**src/rtl/wb_stage.sv**
```systemverilog
// Writeback stage: registers the retiring instruction, waits for load data,
// formats it and drives the register-file write port and the instret counter.
module wb_stage #(
  parameter int XLEN  = 32,
  parameter int CNT_W = 64
) (
  input  logic             clk,
  input  logic             rst,
  input  logic             mem_valid_i,
  output logic             mem_ready_o,
  input  logic             mem_regwrite_i,
  input  logic             mem_is_load_i,
  input  logic [2:0]       mem_funct3_i,
  input  logic [1:0]       mem_addr_lo_i,
  input  logic [4:0]       mem_rd_i,
  input  logic [XLEN-1:0]  mem_alu_result_i,
  input  logic             dm_rvalid_i,
  input  logic [XLEN-1:0]  dm_rdata_i,
  output logic             RegWrite,
  output logic [4:0]       rd_o,
  output logic [XLEN-1:0]  rd_value_o,
  output logic             retire_o,
  output logic [CNT_W-1:0] instret_o
);

  typedef enum logic [0:0] {
    IDLE      = 1'b0,
    WAIT_LOAD = 1'b1
  } state_t;

  state_t r_state, w_next_state;

  logic [4:0]       r_rd;
  logic             r_regwrite;
  logic [2:0]       r_funct3;
  logic [1:0]       r_addr_lo;

  logic             r_wr;
  logic             r_retire;
  logic [4:0]       r_rd_o;
  logic [XLEN-1:0]  r_value;
  logic [CNT_W-1:0] r_instret;

  logic             w_accept;
  logic             w_retire;
  logic             w_wr;
  logic [4:0]       w_rd;
  logic [XLEN-1:0]  w_value;
  logic [XLEN-1:0]  w_load_data;
  logic [7:0]       w_byte;
  logic [15:0]      w_half;

  // Load formatting uses the funct3/addr_lo captured at accept time.
  always_comb begin
    w_byte      = 8'h00;
    w_half      = 16'h0000;
    w_load_data = dm_rdata_i;
    case (r_addr_lo)
      2'd0:    w_byte = dm_rdata_i[7:0];
      2'd1:    w_byte = dm_rdata_i[15:8];
      2'd2:    w_byte = dm_rdata_i[23:16];
      default: w_byte = dm_rdata_i[31:24];
    endcase
    w_half = r_addr_lo[1] ? dm_rdata_i[31:16] : dm_rdata_i[15:0];
    case (r_funct3)
      3'b000:  w_load_data = {{(XLEN-8){w_byte[7]}}, w_byte};
      3'b100:  w_load_data = {{(XLEN-8){1'b0}}, w_byte};
      3'b001:  w_load_data = {{(XLEN-16){w_half[15]}}, w_half};
      3'b101:  w_load_data = {{(XLEN-16){1'b0}}, w_half};
      default: w_load_data = dm_rdata_i;
    endcase
  end

  always_comb begin
    w_next_state = r_state;
    w_accept     = 1'b0;
    w_retire     = 1'b0;
    w_wr         = 1'b0;
    w_rd         = r_rd_o;
    w_value      = r_value;
    mem_ready_o  = (r_state == IDLE);
    case (r_state)
      IDLE: begin
        if (mem_valid_i) begin
          w_accept = 1'b1;
          if (mem_is_load_i) begin
            w_next_state = WAIT_LOAD;
          end else begin
            w_retire = 1'b1;
            w_wr     = mem_regwrite_i && (mem_rd_i != 5'd0);
            w_rd     = mem_rd_i;
            w_value  = mem_alu_result_i;
          end
        end
      end
      WAIT_LOAD: begin
        if (dm_rvalid_i) begin
          w_next_state = IDLE;
          w_retire     = 1'b1;
          w_wr         = r_regwrite && (r_rd != 5'd0);
          w_rd         = r_rd;
          w_value      = w_load_data;
        end
      end
      default: w_next_state = IDLE;
    endcase
  end

  // Write-port registers pulse for one cycle; rd/value hold between retirements.
  always_ff @(posedge clk) begin
    if (rst) begin
      r_state    <= IDLE;
      r_rd       <= 5'd0;
      r_regwrite <= 1'b0;
      r_funct3   <= 3'd0;
      r_addr_lo  <= 2'd0;
      r_wr       <= 1'b0;
      r_retire   <= 1'b0;
      r_rd_o     <= 5'd0;
      r_value    <= '0;
      r_instret  <= '0;
    end else begin
      r_state  <= w_next_state;
      r_wr     <= w_wr;
      r_retire <= w_retire;
      r_rd_o   <= w_rd;
      r_value  <= w_value;
      if (w_accept) begin
        r_rd       <= mem_rd_i;
        r_regwrite <= mem_regwrite_i;
        r_funct3   <= mem_funct3_i;
        r_addr_lo  <= mem_addr_lo_i;
      end
      if (w_retire) begin
        r_instret <= r_instret + CNT_W'(1);
      end
    end
  end

  assign RegWrite   = r_wr;
  assign rd_o       = r_rd_o;
  assign rd_value_o = r_value;
  assign retire_o   = r_retire;
  assign instret_o  = r_instret;

endmodule

```
**config.mk**
```make
export PLATFORM = sky130hd
export DESIGN_NAME = wb_stage
export DESIGN_NICKNAME = d
export VERILOG_FILES = /design/src/rtl/wb_stage.sv
export SDC_FILE = /design/constraint.sdc
export NUM_CORES = 1
export LEC_CHECK = 0
export BUFFER_PORTS_ARGS = -buffer_cell sky130_fd_sc_hd__buf_2
export CORE_MARGIN = 8
export CORE_UTILIZATION = 54
export DETAILED_ROUTE_END_ITERATION = 8
export GPL_ROUTABILITY_DRIVEN = 0
export PLACE_DENSITY = 0.85
export REMOVE_ABC_BUFFERS = 1
export SLEW_MARGIN = 20
export SYNTH_ARGS = -nofsm -noshare
export SYNTH_HDL_FRONTEND = slang
export SYNTH_SLANG_ARGS = --single-unit
```
**constraint.sdc**
```tcl
create_clock -name clk -period 6.49 [get_ports clk]
set_clock_uncertainty 0.05 [all_clocks]
set_input_delay 1.947 -clock clk [delete_from_list [all_inputs] [get_ports clk]]
set_output_delay 1.947 -clock clk [all_outputs]
set_load 0.1 [all_outputs]
```
==> flow_summary.toml <==
[run_status]
status = "finished clean"

[power]
ir_worst_vdd_mv = 0.1838
total_power_mw = 2.006
p_per_area_nw_per_um2 = 275.8
leakagePower_nw = 2.948

[synth]
synth_seq_cells = 115
synth_edf_count = 0
postSynthCellCount = 715
netlist_area_sq_um = 5718
async_reset_ff_frac = 0
synth_ff_type = "dfxtp_1"
synth_common_cells = "dfxtp_1 (115), nand2_1 (91), nor2_1 (72)"
ys_warn_count = 0
synth_top_area_frac = 0.4026
yosys.area.top_type = "dfxtp_1"
synth.distinct_cells = 48
avgSynthCellArea_sq_um = 7.997
ys_top_cells_by_area = "dfxtp_1 (40%), nand2_1 (6.0%), a21oi_1 (5.3%)"
synth.most_common_cell = "dfxtp_1"
seq_area_frac_synth = 0.4026

[sta]
tightest_slew_ps = 929.1
period_needed_ps = 3880
max_freq_mhz = 257.7
drv_slew = 0
relSlewSlack = 0.3806
fin_crit_sh = 0.5978
grt_setup_unrepaired = "false"
setup-tns-final_ps = 0
fin_hold_ws_ps = 400.3
final-setup-viol-count = 0
setup_ws_ps = 2610
final_hold_viol_count = 0

[placement]
pre_cts_ws_ps = 2083
dpl-instance-area_sq_um = 6668
numPlacedInstances = 993
dpl.hpwl_mm = 12.46
port_buffers = 183

[clock_tree]
cts_tree = "yes"
cts.clk_slew.worst_paths_ps = 60
holdBufCountCts = 0
cts_root_buf = "clkbuf_8"
clock_sinks = 115
post_cts.repair.setup_buffers = 0
ctsLongestPathBuffers = 2
cts_repair_resize_count = 0
cts-buffers-inserted = 17
htreeDepth = 4
clkLatencyLatePin_ps = 520

[floorplanning]
start_util = 0.5539
die_w_microns = 118.9
fp.coreArea_sq_um = 10320
die_h_microns = 118.9
ios = 184
rows = 37
die_area_sq_um = 14140

[global_routing]
grt_pass1_wl_mm = 29.26
grt_max_degree = 64
grt.total_usage = 0.2456
grt_pass1_vias = 5848
antenna_found_initial = 3
overflow = 0

[setup_path]
critPathRequiredTime_ps = 6880
critPathLaunchType = "primary input"
critPathCaptureType = "flop"
crit_arrival_ps = 4270
crit_chain = "buf_2 -> nor3b_1 -> o21a_1 -> nand4_1 -> or4_1 -> a21oi_1"
crit_fanout = 14
max_stage_delay_ps = 650
crit_path_top_delay_cell = "or4_1"
crit_type = "in2reg"
rr_worst_depth = 6

[min_path]
whs_path_depth = 1
hold_class = "reg2reg"

[routing]
avgViaCountPerCell = 6.042
drc = 0
wl_per_cell_microns = 17.42
first_pass_iters = 6
first_iter_violations = 598
ant_nets = 0
vias = 6211
drt-total-wl_mm = 17.91

[final_layout]
fin_cells = 1028
syn2layout_area_growth_pct = 27.22
fin_util = 0.7046
drive_above_1_share = 0.2621
fin_area_sq_um = 7274
nNetsFinal = 957

[job]
cap_viol_max_count = 0
## final cells by class
type	count	area, sq um
tap	136	170.2
antenna	3	7.507
fill	869	3049
timing repair buffer	190	968.4
multi-input combinational	533	3154
sequential	115	2303
clock inverter	14	181.4
inverter	19	71.32
clock buffer	18	417.9
## sequential cells by signal (all words and copies together), names as in the netlist
signal and count:
r_regwrite 1, r_rd 5, rd_o 5, rd_value_o 32, r_state 1, r_funct3 3
r_addr_lo 2, retire_o 1, RegWrite 1, instret_o 64
## kinds of logic (layout without fill, tap and decap cells)
family                     Yosys count  count (layout)  synth area share
DFF                                115             115            0.4026
adders and majority gates            1               1          0.002188
muxes                               13              13           0.02538
AOI/OAI and AO/OA                  194             194            0.2258
buffers and inverters               67             241           0.04573
other                                0               3                 0
and+or+nand+nor                    298             298            0.2569
xor gates and xnor gates            27              27           0.04136
## metal layers
layer / GRT usage / vias up / wire length, microns
met2: 0.4048 / 249 / 8598
met4: 0.09881 / 0 / 368
met5: 0 / - / 0
met1: 0.2950 / 2966 / 7548
met3: 0.07180 / 31 / 1391
li1: - / 2965 / -
## where the power goes
part | leakage (nW) | switching [mW] | internal [mW]
registers | 0.934 | 0.0169 | 0.730
clock network | 0.289 | 0.357 | 0.589
logic | 1.72 | 0.240 | 0.0727
total | 2.95 | 0.614 | 1.39
## worst paths after layout
| path | to | slack, ps | start |
|---|---|---|---|
| hold / removal | rd_value_o[10] | 400 | rd_value_o[10] |
| setup reg to reg | instret_o[54] | 3400 | r_state |
| hold reg to reg | rd_value_o[10] | 400 | rd_value_o[10] |
| setup / recovery | instret_o[54] | 2610 | mem_valid_i |
## worst max-delay path, delay by kind of cell
| family | cells | cell delay, ps |
|---|---|---|
| AND/OR/NAND/NOR | 3 | 1630 |
| AO/OA/AOI/OAI | 2 | 580 |
| buffers and inverters | 1 | 100 |
## cells in the final DEF, fill, tap and decap left out, drive strengths merged, types with 12 or more instances in the layout
master,instances
nor2,72
xnor2,16
or3,12
o21ai,21
inv,19
nand3,30
buf,190
or4,25
nand4,20
a21oi,60
o31ai,22
clkbuf,18
dfxtp,115
a211oi,17
a31oi,19
nand2,91
a32o,16
No activity file was read; power rests on OpenSTA's default activity.
